**src/rtl/vp_centroid_overlay.sv**
```systemverilog
// rtl/vp_centroid_overlay.sv - per-frame mask centroid with cross-marker overlay; optional bbox via VP_CENTROID_BBOX_EN
module vp_centroid_overlay #(
   parameter int          X_W        = 11,
   parameter int          Y_W        = 11,
   parameter int          ARM        = 10,
   parameter logic [23:0] MARK_COLOR = 24'hFF0000,
   parameter int          MIN_PIXELS = 16
) (
   input  logic           clk,
   input  logic           rst,
   input  logic           de_in,
   input  logic           h_sync_in,
   input  logic           v_sync_in,
   input  logic [23:0]    pixel_in,
   input  logic           mask_in,
   input  logic           overlay_en,
   output logic           de_out,
   output logic           h_sync_out,
   output logic           v_sync_out,
   output logic [23:0]    pixel_out,
   output logic [X_W-1:0] centroid_x,
   output logic [Y_W-1:0] centroid_y,
   output logic           centroid_valid,
`ifdef VP_CENTROID_BBOX_EN
   output logic [X_W-1:0] bbox_xmin,
   output logic [X_W-1:0] bbox_xmax,
   output logic [Y_W-1:0] bbox_ymin,
   output logic [Y_W-1:0] bbox_ymax,
`endif
   output logic           overrun
);

   localparam int N_W  = X_W + Y_W;
   localparam int MX_W = X_W + N_W;
   localparam int MY_W = Y_W + N_W;
   localparam int R_W  = (MX_W > MY_W) ? MX_W : MY_W;
   localparam int C_W  = $clog2(R_W) + 1;
   localparam logic [X_W-1:0] ARM_X = X_W'(ARM);
   localparam logic [Y_W-1:0] ARM_Y = Y_W'(ARM);

   typedef enum logic [2:0] {IDLE, CHECK, DIV_X, DIV_Y, UPDATE} state_t;

   state_t          state;
   logic [X_W-1:0]  x_cnt;
   logic [Y_W-1:0]  y_cnt;
   logic [N_W-1:0]  m00, s_m00;
   logic [MX_W-1:0] m10, s_m10;
   logic [MY_W-1:0] m01, s_m01;
   logic [R_W-1:0]  rem, dvs;
   logic [C_W-1:0]  cnt;
   logic [X_W-1:0]  q_x, dx;
   logic [Y_W-1:0]  q_y, dy;
   logic            hit, mark;
   logic            vs_rise, de_fall;

   // The delayed de/vsync registers double as the previous-cycle values for edge detection
   assign vs_rise = v_sync_in & ~v_sync_out;
   assign de_fall = de_out & ~de_in;

   // Pixel position of the current input sample
   always_ff @(posedge clk) begin
      if (rst) begin
         x_cnt <= '0;
         y_cnt <= '0;
      end else begin
         x_cnt <= de_in ? x_cnt + X_W'(1) : '0;
         if (vs_rise)
            y_cnt <= '0;
         else if (de_fall)
            y_cnt <= y_cnt + Y_W'(1);
      end
   end

   // Moment accumulators; frame end clears them whether or not the divider took a snapshot
   always_ff @(posedge clk) begin
      if (rst || vs_rise) begin
         m00 <= '0;
         m10 <= '0;
         m01 <= '0;
      end else if (de_in && mask_in) begin
         m00 <= m00 + N_W'(1);
         m10 <= m10 + MX_W'(x_cnt);
         m01 <= m01 + MY_W'(y_cnt);
      end
   end

`ifdef VP_CENTROID_BBOX_EN
   logic [X_W-1:0] bx_lo, bx_hi, sx_lo, sx_hi;
   logic [Y_W-1:0] by_lo, by_hi, sy_lo, sy_hi;

   // Running extent of mask pixels in the current frame
   always_ff @(posedge clk) begin
      if (rst || vs_rise) begin
         bx_lo <= '1;
         bx_hi <= '0;
         by_lo <= '1;
         by_hi <= '0;
      end else if (de_in && mask_in) begin
         if (x_cnt < bx_lo) bx_lo <= x_cnt;
         if (x_cnt > bx_hi) bx_hi <= x_cnt;
         if (y_cnt < by_lo) by_lo <= y_cnt;
         if (y_cnt > by_hi) by_hi <= y_cnt;
      end
   end
`endif

   // Snapshot, validity check, two restoring divisions and centroid update
   always_ff @(posedge clk) begin
      if (rst) begin
         state          <= IDLE;
         s_m00          <= '0;
         s_m10          <= '0;
         s_m01          <= '0;
         rem            <= '0;
         dvs            <= '0;
         cnt            <= '0;
         q_x            <= '0;
         q_y            <= '0;
         centroid_x     <= '0;
         centroid_y     <= '0;
         centroid_valid <= 1'b0;
         overrun        <= 1'b0;
`ifdef VP_CENTROID_BBOX_EN
         sx_lo     <= '0;
         sx_hi     <= '0;
         sy_lo     <= '0;
         sy_hi     <= '0;
         bbox_xmin <= '0;
         bbox_xmax <= '0;
         bbox_ymin <= '0;
         bbox_ymax <= '0;
`endif
      end else begin
         if (vs_rise && state != IDLE)
            overrun <= 1'b1;
         case (state)
            IDLE: begin
               if (vs_rise) begin
                  s_m00 <= m00;
                  s_m10 <= m10;
                  s_m01 <= m01;
`ifdef VP_CENTROID_BBOX_EN
                  sx_lo <= bx_lo;
                  sx_hi <= bx_hi;
                  sy_lo <= by_lo;
                  sy_hi <= by_hi;
`endif
                  state <= CHECK;
               end
            end
            CHECK: begin
               if (s_m00 < N_W'(MIN_PIXELS)) begin
                  centroid_valid <= 1'b0;
                  state          <= IDLE;
               end else begin
                  // Divisor starts aligned to the quotient MSB; the mean always fits X_W bits
                  rem   <= R_W'(s_m10);
                  dvs   <= R_W'(s_m00) << (X_W - 1);
                  cnt   <= C_W'(X_W - 1);
                  state <= DIV_X;
               end
            end
            DIV_X: begin
               if (rem >= dvs) begin
                  rem <= rem - dvs;
                  q_x <= {q_x[X_W-2:0], 1'b1};
               end else begin
                  q_x <= {q_x[X_W-2:0], 1'b0};
               end
               dvs <= dvs >> 1;
               cnt <= cnt - C_W'(1);
               if (cnt == '0) begin
                  rem   <= R_W'(s_m01);
                  dvs   <= R_W'(s_m00) << (Y_W - 1);
                  cnt   <= C_W'(Y_W - 1);
                  state <= DIV_Y;
               end
            end
            DIV_Y: begin
               if (rem >= dvs) begin
                  rem <= rem - dvs;
                  q_y <= {q_y[Y_W-2:0], 1'b1};
               end else begin
                  q_y <= {q_y[Y_W-2:0], 1'b0};
               end
               dvs <= dvs >> 1;
               cnt <= cnt - C_W'(1);
               if (cnt == '0)
                  state <= UPDATE;
            end
            UPDATE: begin
               centroid_x     <= q_x;
               centroid_y     <= q_y;
               centroid_valid <= 1'b1;
`ifdef VP_CENTROID_BBOX_EN
               bbox_xmin <= sx_lo;
               bbox_xmax <= sx_hi;
               bbox_ymin <= sy_lo;
               bbox_ymax <= sy_hi;
`endif
               state <= IDLE;
            end
            default: state <= IDLE;
         endcase
      end
   end

   // Marker hit test on the current input position; unsigned distances clip the arms at edges
   always_comb begin
      dx  = (x_cnt >= centroid_x) ? x_cnt - centroid_x : centroid_x - x_cnt;
      dy  = (y_cnt >= centroid_y) ? y_cnt - centroid_y : centroid_y - y_cnt;
      hit = ((x_cnt == centroid_x) && (dy <= ARM_Y)) ||
            ((y_cnt == centroid_y) && (dx <= ARM_X));
`ifdef VP_CENTROID_BBOX_EN
      hit = hit ||
            (((x_cnt == bbox_xmin) || (x_cnt == bbox_xmax)) &&
             (y_cnt >= bbox_ymin) && (y_cnt <= bbox_ymax)) ||
            (((y_cnt == bbox_ymin) || (y_cnt == bbox_ymax)) &&
             (x_cnt >= bbox_xmin) && (x_cnt <= bbox_xmax));
`endif
      mark = overlay_en & centroid_valid & de_in & hit;
   end

   // One-cycle output stage keeping syncs aligned with the overlaid pixel
   always_ff @(posedge clk) begin
      if (rst) begin
         de_out     <= 1'b0;
         h_sync_out <= 1'b0;
         v_sync_out <= 1'b0;
         pixel_out  <= '0;
      end else begin
         de_out     <= de_in;
         h_sync_out <= h_sync_in;
         v_sync_out <= v_sync_in;
         pixel_out  <= mark ? MARK_COLOR : pixel_in;
      end
   end

endmodule

```
**config.mk**
```make
export PLATFORM = sky130hd
export DESIGN_NAME = vp_centroid_overlay
export DESIGN_NICKNAME = d
export VERILOG_FILES = /design/src/rtl/vp_centroid_overlay.sv
export SDC_FILE = /design/constraint.sdc
export NUM_CORES = 1
export LEC_CHECK = 0
export CAP_MARGIN = 15
export CORE_MARGIN = 2
export CORE_UTILIZATION = 40
export DETAILED_ROUTE_END_ITERATION = 6
export PLACE_DENSITY = 0.7
export SETUP_SLACK_MARGIN = 0.05
export SYNTH_ARGS = -nofsm -noshare
export SYNTH_HDL_FRONTEND = slang
export SYNTH_SLANG_ARGS = --single-unit
```
**constraint.sdc**
```tcl
create_clock -name clk -period 3 [get_ports clk]
set_input_delay 0.9 -clock clk [delete_from_list [all_inputs] [get_ports clk]]
set_output_delay 0.9 -clock clk [all_outputs]
set_load 0.005 [all_outputs]
```
=== Word-level counts from Yosys, hierarchy flattened ===
Index checks and enable logic that the tools add are counted.

* Output and inout bits: 51
* Logic and storage cells: 98
* Input bits: 31
* Bits in registers: 347

* Bitwise logic cells: 7
* Muxes and demuxes: 22
* Eq/ne operators: 11
* Reductions and logical operators: 18
* $lt $le $gt $ge: 6
* Add/sub/neg operators: 11

{| class="wikitable"
|+ Operator list
! kind !! number
|-
| one-hot mux 33 bit (3 select lines) || 2
|-
| 2-to-1 mux 33 bit || 4
|-
| adder 33 x 11 -> 33 bit || 2
|-
| subtractor 11 bit || 4
|-
| >= comparator 33 bit || 1
|-
| subtractor 33 bit || 1
|-
| 2-to-1 mux 32 bit || 1
|-
| 2-to-1 mux 24 bit || 1
|-
| adder 11 x 1 -> 11 bit, second input constant || 2
|-
| adder 22 x 1 -> 22 bit, second input constant || 1
|-
| equality test 11 bit || 2
|-
| >= comparator 11 bit || 2
|-
| less-or-equal comparator 11 x 4 -> 1 bit, second input constant || 2
|-
| < comparator 22 x 5 -> 1 bit, second input constant || 1
|-
| 2-to-1 mux 11 bit || 2
|-
| one-hot mux 7 bit (3 select lines) || 1
|-
| 2-to-1 mux 7 bit || 2
|-
| one-hot mux 3 bit (4 select lines) || 1
|-
| != test 2 bit, second input constant || 5
|-
| 2-to-1 mux 3 bit || 3
|-
| zero test 7 bit || 1
|-
| subtractor 7 x 1 -> 7 bit, second input constant || 1
|-
| equality test 3 x 2 -> 1 bit, second input constant || 2
|-
| AND reduction 2 bit || 3
|-
| 14 further kinds || 28
|}

=== Logic depth before layout (Yosys ltp) ===
Gate-level depths: netlist of the first run.

* Word-level depth: 7
* Depth in mapped cells: 14
* Gate-level depth less buffers: 13

=== Least setup slack after synthesis of the first run ===
No wires, ideal clock.

* Kind: reg-to-reg
* Start: register centroid_y[8]
* End: register pixel_out[10]
* Library setup time: 0.128 ns
* Required time: 2.872 ns
* Path buffers: 1
* Clock period less this slack: 3.221 ns
* Path slack: -0.221 ns
* Arrival time: 3.093 ns
* Cell stages (with the launch flop): 13
* Cell sequence: dfxtp_1 inv_1 ha_1 a211oi_1 nor2_1 or3_4 a21oi_2 mux2_1 a2111oi_2 o2111ai_1 o32ai_4 buf_4 a21oi_1

* Word-level cells in the longest chain between the ends: 7
* Elaborated cells on any way between the ends: 11
* Classes of those cells: add/sub: 2; order compare: 2; eq/ne: 1; mux: 1; bitwise: 1; reduce/logical: 4

{| class="wikitable"
|+ Ends and longest elaborated chain
! item !! RTL line !! source
|-
| start, declared || 22 || <nowiki>output logic [Y_W-1:0] centroid_y,</nowiki>
|-
| start signal, assigned || 193 || <nowiki>centroid_y <= q_y;</nowiki>
|-
| subtractor 11 bit / >= comparator 11 bit (equally long branches) || 211 || <nowiki>dy = (y_cnt >= centroid_y) ? y_cnt - centroid_y : centroid_y - y_cnt;</nowiki>
|-
| 2-to-1 mux 11 bit || 211 ||
|-
| less-or-equal comparator 11 x 4 -> 1 bit || 212 || <nowiki>hit = ((x_cnt == centroid_x) && (dy <= ARM_Y)) ||</nowiki>
|-
| logical AND 1 bit || 212 ||
|-
| logical OR 1 bit * || 212 ||
|-
| AND 1 bit * || 221 || <nowiki>mark = overlay_en & centroid_valid & de_in & hit;</nowiki>
|-
| OR reduction 2 bit (no line) * || - ||
|-
| end signal, assigned || 235 || <nowiki>pixel_out <= mark ? MARK_COLOR : pixel_in;</nowiki>
|-
| end, declared || 20 || <nowiki>output logic [23:0] pixel_out,</nowiki>
|}

Every way passes the cells marked *; elsewhere a longest branch is shown, timed or not.
A chain may end at the register's enable or synchronous reset.

=== Worst setup path in the final report of the first run ===
* Start: register x_cnt[0]
* End: register pixel_out[3]

* Word-level cells in the longest chain between the ends: 7
* Elaborated cells on any way between the ends: 11
* Classes of those cells: add/sub: 2; order compare: 2; eq/ne: 1; mux: 1; bitwise: 1; reduce/logical: 4

{| class="wikitable"
|+ Ends and longest elaborated chain
! item !! RTL line !! source
|-
| start, declared || 44 || <nowiki>logic [X_W-1:0] x_cnt;</nowiki>
|-
| start signal, assigned || 66 || <nowiki>x_cnt <= de_in ? x_cnt + X_W'(1) : '0;</nowiki>
|-
| subtractor 11 bit / >= comparator 11 bit (equally long branches) || 210 || <nowiki>dx = (x_cnt >= centroid_x) ? x_cnt - centroid_x : centroid_x - x_cnt;</nowiki>
|-
| 2-to-1 mux 11 bit || 210 ||
|-
| less-or-equal comparator 11 x 4 -> 1 bit || 213 || <nowiki>((y_cnt == centroid_y) && (dx <= ARM_X));</nowiki>
|-
| logical AND 1 bit || 213 ||
|-
| logical OR 1 bit * || 212 ||
|-
| AND 1 bit * || 221 ||
|-
| OR reduction 2 bit (no line) * || - ||
|}

Marked as above.

==> metrics.cfg, run 1 <==
[worst_setup_path]
reg2reg_setup_slack_ns = -0.19
cp-start-kind = flop
critPathMaxFanout = 6
cp.required_ns = 3.45
path_class = reg -> reg
critPathArrivalTime_ns = 3.63
reg2reg_to = pixel_out[3]
r2r-start = x_cnt[0]
r2r_cells = 16
crit_path_end_kind = flop

[clock_network]
clkSinkCount = 346
cts.clk_slew.worst_paths_ns = 0.06
cts_buffers = 39
cts-root-buf = clkbuf_16
clk_latency_ns = 0.58
cts_tree = done
postCtsHoldBufs = 0
clock_path_buffers = 3
htreeDepth = 2

[drt]
wl_um = 55600
drc = 0
wl_per_cell_um = 17.3
postRouteAntennaNets = 0
vias = 17716
drt_pass1_iterations = 7
viasPerCell = 5.52
drt-initial-drc-count = 1542

[die]
start_util = 0.407
row_count = 78
dieArea_mm2 = 0.0482
ios = 82
die_w_um = 219
fp.coreArea_mm2 = 0.0456
die_h_um = 219

[cells_and_area]
utilization = 0.519
drive_above_1_share = 0.175
fillers = 4143
area_delta_synth_final_pct = 27.3
final_common_cell = nand2_1
final_nets = 2718
final_cell_mix = nand2_1, dfxtp_1, a21oi_1
fin_cells = 3209
antenna_cells = 0

[timing]
rsz0062_at_grt = yes
relSlewSlack = 0.351
min_period_over_period = 1.06
period_minus_slack_ns = 3.19
slew_viol_final = 0
worst_pin_slew_ns = 0.971
setup_viol = 24
hold_violations = 0
worst_slack_ns = -0.188
fin_skew_ns = 0.0223
fmax_mhz = 314

[worst_hold_path]
holdPathEnd = s_m10[22]
holdCritPathClass = reg -> reg
hold_start = s_m10[22]
whs_path_depth = 2

[yosys]
synth_compound_area_frac = 0.209
ys_seq_area_frac = 0.373
syn_inst = 2380
post_synth_xor_area_fraction = 0.0509
yosysUniqueCellTypes = 77
synth_edf_count = 0
yosysWarnings = 0
synthArstFlopShare = 0
synth_ff_type = dfxtp_1
post_synth_fa_ha_maj_area_fraction = 0.0749
avgSynthCellArea_um2 = 7.80
synthSimpleGateAreaFrac = 0.220
ys_ff_latch = 346
syn-num-nets = 2518
netlist_area_mm2 = 0.0186
synth_mux_area_frac = 0.0179
synth_top_family_by_area = simple AND/OR/NAND/NOR gates

[global_route]
grt_pass1_wl_um = 88400
grt_max_degree = 124
grt_usage = 0.226
grt_pass1_vias = 17024
antenna_found_initial = 1
grt_overflow = 0

[run_status]
violations = setup timing
outcome = finished with violations

[placed_design]
dp_hpwl_um = 39900
place_congestion = 0.963
dp.cells = 3122
io_buffers = 81

[power]
seq_power_share = 0.452
p_leak_nw = 8.71
ir_drop_mv = 0.372
swShare = 0.227
p_switching_mw = 2.33
pwr-share-clk = 0.499
internal_power_mw = 7.91
p_per_area_mw_per_mm2 = 433
combPwrFrac = 0.048

[job]
maxCapViolCount = 0

registers in the layout, indices dropped and copies added, names as in the netlist, 22 cells and up:
signal / flops
m00: 22
m10: 33
s_m01: 33
dvs: 32
rem: 33
s_m10: 33
s_m00: 22
m01: 33
pixel_out: 24
stage by stage:
| stage | total power [mW] | setup slack, ns | setup TNS (ns) | area, um^2 | hold slack [ns] |
|---|---|---|---|---|---|
| finish | 10.2 | -0.188 | -3.47 | 23600 | 0.453 |
| global route | 10.5 | -0.318 | -6.80 | 23600 | 0.474 |
| CTS | 10.3 | -0.141 | -2.83 | 23000 | 0.455 |
| detailed placement | 5.19 | -0.161 | -2.86 | 21400 | 0.447 |
| global placement | 5.18 | -0.0798 | -1.87 | 21400 | 0.443 |
| floorplan | 4.97 | 0.0514 | 0 | 18700 | 0.432 |
layer usage:
layer	share of wire	routed length (um)	track usage
met2	0.45	25200	0.365
met1	0.46	25700	0.307
met3	0.058	3200	0.0338
met5	0.00023	13	0
met4	0.027	1500	0.0802
what timing repair did:
item | 4_1_cts | 5_1_grt
setup endpoints to repair | 57 | 81
endpoints found under the hold margin | 0 | 0
pin swaps | 18 | 49
gates resized for setup | 42 | 129
buffers inserted | 7 | 8
cloned | 2 | 2
power by group through the flow:
stage / Sequential (mW) / Clock, mW / Combinational, mW
floorplan: 4.73 / 0 / 0.236
global placement: 4.73 / 0 / 0.449
detailed placement: 4.74 / 0 / 0.455
CTS: 4.63 / 5.20 / 0.487
global route: 4.63 / 5.37 / 0.533
finish: 4.63 / 5.11 / 0.495
Yosys cell counts (all sizes together), types with 39 or more instances:
cell,instances,area share
a21o,39,0.016
a21oi,278,0.075
clkbuf,114,0.023
dfxtp,346,0.37
ha,100,0.067
inv,114,0.023
nand2,473,0.096
nand3,44,0.012
nor2,173,0.035
o21ai,89,0.024
or3,42,0.014
xnor2,84,0.040
area by class of cell:
cell class | count | area (um^2) | area share
Sequential cell | 346 | 6980 | 0.295
Timing Repair Buffer | 300 | 2710 | 0.115
Tap cell | 600 | 751 | 0.0318
Clock inverter | 16 | 196 | 0.00831
Clock buffer | 54 | 1170 | 0.0497
Multi-Input combinational cell | 1779 | 11400 | 0.482
Inverter | 114 | 430 | 0.0182
worst max-delay path: stages, from the launching register on:
cell,delay [ns]
dfxtp_4,0.36
inv_4,0.06
ha_4,0.12
inv_2,0.04
fa_2,0.35
nand2_2,0.10
nand2b_4,0.07
a221oi_4,0.28
buf_6,0.16
xnor2_4,0.06
or4_4,0.54
a21oi_2,0.16
a31oi_2,0.06
o32ai_4,0.35
buf_12,0.17
clkbuf_16,0.14
a21oi_1,0.05
logic make-up (layout without fill, tap and decap cells):
family          Yosys count  in the layout
xor+xnor                108            108
mux                      32             32
buf+inv                 255            484
simple gates            917            917
fa+ha+maj               107            107
compound gates          615            615
flops                   346            346
how the worst max path moves through the flow:
stage / to / start / cells after the start / slack (ns)
after floorplan: pixel_out[10] / centroid_y[7] / 13 / 0.05
after global placement: pixel_out[13] / centroid_y[0] / 14 / -0.08
after detailed placement: m01[26] / y_cnt[0] / 13 / -0.16
after CTS: pixel_out[21] / centroid_y[9] / 15 / -0.14
after global routing: pixel_out[3] / x_cnt[0] / 16 / -0.32
final: pixel_out[3] / x_cnt[0] / 16 / -0.19
(Power assumes the default switching activity.)
==> run 2, diff against run 1 <==
ABC_AREA = 1   (was unset)
CTS_CLUSTER_SIZE = 40   (was unset)
==> run 2 against run 1 <==
Effect of this change: the flow now finishes without violations; register-to-register slack better by 0.55 ns; wire length down 4.2%; cell count up 8.8%; synthesized cell count up 17%; critical endpoint is now pixel_out[23]; largest power group is now combinational cells.
==> metrics.cfg, run 2 <==
[timing]
min_period_over_period = 0.881  ; was 1.06
fin_setup_tns_ns = 0  ; was -3.47 ns
fmax_mhz = 378  ; was 314 MHz
relSlewSlack = 0.531  ; was 0.351
hold_ws_ns = 0.453  ; about the same
worst_pin_slew_ns = 0.703  ; was 0.971 ns
worst_slack_ns = 0.358  ; was -0.188 ns
fin_skew_ns = 0.0160  ; was 0.0223 ns
setup_viol = 0  ; was 24
period_minus_slack_ns = 2.64  ; was 3.19 ns
hold_violations = 0  ; unchanged
rsz0062_at_grt = no  ; was yes
slew_viol_final = 0  ; unchanged

[yosys]
yosys.area.top_type = dfxtp_1  ; unchanged
yosysWarnings = 0  ; unchanged
synth_edf_count = 0  ; unchanged
syn_inst = 2783  ; was 2380
netlist_area_mm2 = 0.0193  ; was 0.0186 mm^2
syn-num-nets = 2921  ; was 2518
avgSynthCellArea_um2 = 6.94  ; was 7.80 um^2
yosysMostFrequentCell = nand2_1  ; unchanged
yosysUniqueCellTypes = 51  ; was 77
yosys.area.top_type_share = 0.359  ; was 0.373
synthTopCellsByCount = nand2_1, dfxtp_1, inv_1  ; was nand2_1, dfxtp_1, a21oi_1
synth_area_leaders = dfxtp_1, nand2_1, a21oi_1  ; unchanged
synthArstFlopShare = 0  ; unchanged
ys_ff_latch = 346  ; unchanged
ys_seq_area_frac = 0.359  ; was 0.373
synth_ff_type = dfxtp_1  ; unchanged

[run_status]
outcome = finished, final reports clean  ; was finished with violations

[cells_and_area]
antenna_cells = 0  ; unchanged
final_nets = 2988  ; was 2718
area_delta_synth_final_pct = 15.7  ; was 27.3%
utilization = 0.468  ; was 0.519
postLayoutCellArea_mm2 = 0.0224  ; was 0.0236 mm^2
final_cell_mix = nand2_1, dfxtp_1, inv_1  ; was nand2_1, dfxtp_1, a21oi_1
fin_cells = 3492  ; was 3209
drive_above_1_share = 0.0626  ; was 0.175
final_common_cell = nand2_1  ; unchanged

[worst_setup_path]
cp.required_ns = 3.48  ; was 3.45 ns
cp-start-kind = flop  ; unchanged
critPathArrivalTime_ns = 3.13  ; was 3.63 ns
path_class = reg -> reg  ; unchanged
critPathMaxFanout = 9  ; was 6
r2r_cells = 18  ; was 16
crit_path_end_kind = flop  ; unchanged

[power]
p_leak_nw = 9.64  ; was 8.71 nW
p_per_area_mw_per_mm2 = 1030  ; was 433 mW/mm^2
ir_drop_mv = 0.603  ; was 0.372 mV
total_power_mw = 23.1  ; was 10.2 mW

[placed_design]
dp.cells = 3423  ; was 3122
place_congestion = 0.964  ; was 0.963
placedInstanceArea_mm2 = 0.0210  ; was 0.0214 mm^2
io_buffers = 81  ; unchanged
place_ws_ns = 0.136  ; was -0.161 ns
dp_hpwl_um = 39500  ; was 39900 um

[worst_hold_path]
holdCritPathClass = reg -> reg  ; unchanged
whs_path_depth = 1  ; was 2

[clock_network]
cts_buffers = 40  ; was 39
cts-root-buf = clkbuf_16  ; unchanged
cts.clk_slew.worst_paths_ns = 0.06  ; about the same
clock_path_buffers = 3  ; unchanged
clkSinkCount = 346  ; unchanged
cts_tree = done  ; unchanged
htreeDepth = 2  ; unchanged
clk_latency_ns = 0.56  ; was 0.58 ns

[drt]
wl_per_cell_um = 15.3  ; was 17.3 um
vias = 18412  ; was 17716
drt-initial-drc-count = 1450  ; was 1542
postRouteAntennaNets = 0  ; unchanged
viasPerCell = 5.27  ; was 5.52
wl_um = 53300  ; was 55600 um
drt_pass1_iterations = 6  ; was 7
drc = 0  ; unchanged

[die]
die_w_um = 224  ; was 219 um
dieArea_mm2 = 0.0501  ; was 0.0482 mm^2
row_count = 80  ; was 78
fp.coreArea_mm2 = 0.0477  ; was 0.0456 mm^2
die_h_um = 224  ; was 219 um
ios = 82  ; unchanged
start_util = 0.405  ; was 0.407

[global_route]
antenna_found_initial = 0  ; was 1
grt_pass1_wl_um = 87200  ; was 88400 um
grt_pass1_vias = 17233  ; was 17024
grt_overflow = 0  ; unchanged
grt_usage = 0.211  ; was 0.226
grt_max_degree = 133  ; was 124

[job]
maxCapViolCount = 0  ; unchanged

[run 2: cell families after synthesis]
group           Yosys count  synth area share
compound gates          676             0.193
xor+xnor                 64            0.0290
fa+ha+maj               107            0.0720
buf+inv                 462            0.0928
flops                   346             0.359
simple gates           1128             0.254
[run 2: path summary, 6_finish.rpt]
| path | start | endpoint | slack, ns |
|---|---|---|---|
| worst max-delay path | centroid_y[4] | pixel_out[23] | 0.36 |
| worst min register to register | m01[15] | m01[15] | 0.45 |
| worst min-delay path | m01[15] | m01[15] | 0.45 |
| worst max register to register | centroid_y[4] | pixel_out[23] | 0.36 |
[run 2: timing repair]
item                       CTS  global route
setup buffers                0             0
gates resized for setup      0             9
hold buffers                 0             0
setup endpoints to repair    0            20
hold endpoints to repair     0             0
[run 2: critical path, stage by stage (launching register included)]
cell and delay (ns):
dfxtp_1 0.40, inv_1 0.08, ha_1 0.41, nand2_1 0.11
nand2_1 0.09, a21oi_1 0.20, nand2_1 0.09, nand2_2 0.14
nand2_4 0.11, inv_2 0.10, nand3_1 0.06, nand2_1 0.06
nand2_1 0.05, nor2_1 0.08, nand4_1 0.10, nand2_2 0.11
nand2_4 0.10, buf_4 0.17, a21oi_1 0.11
[run 2: power by group]
group          leakage, nW  switching [mW]  internal [mW]
registers             2.83           0.524           5.44
clock network        0.676            1.98           3.09
logic                 6.14            7.69           4.37
[run 2: cell type report]
class	count	area (um^2)
Timing Repair Buffer	133	1300
Tap cell	615	769
Sequential cell	346	6930
Inverter	354	1330
Clock inverter	14	184
Fill cell	4792	25400
Clock buffer	55	1180
Multi-Input combinational cell	1975	10700
[run 2: metal layers]
metal,part of all wire,global-route usage,wire length [um],vias to the layer above
met2,0.45,0.348,24000,466
met5,0,0,0,-
met4,0.032,0.0733,1700,0
met1,0.47,0.283,24800,8466
met3,0.051,0.0286,2730,100
li1,-,-,-,9380
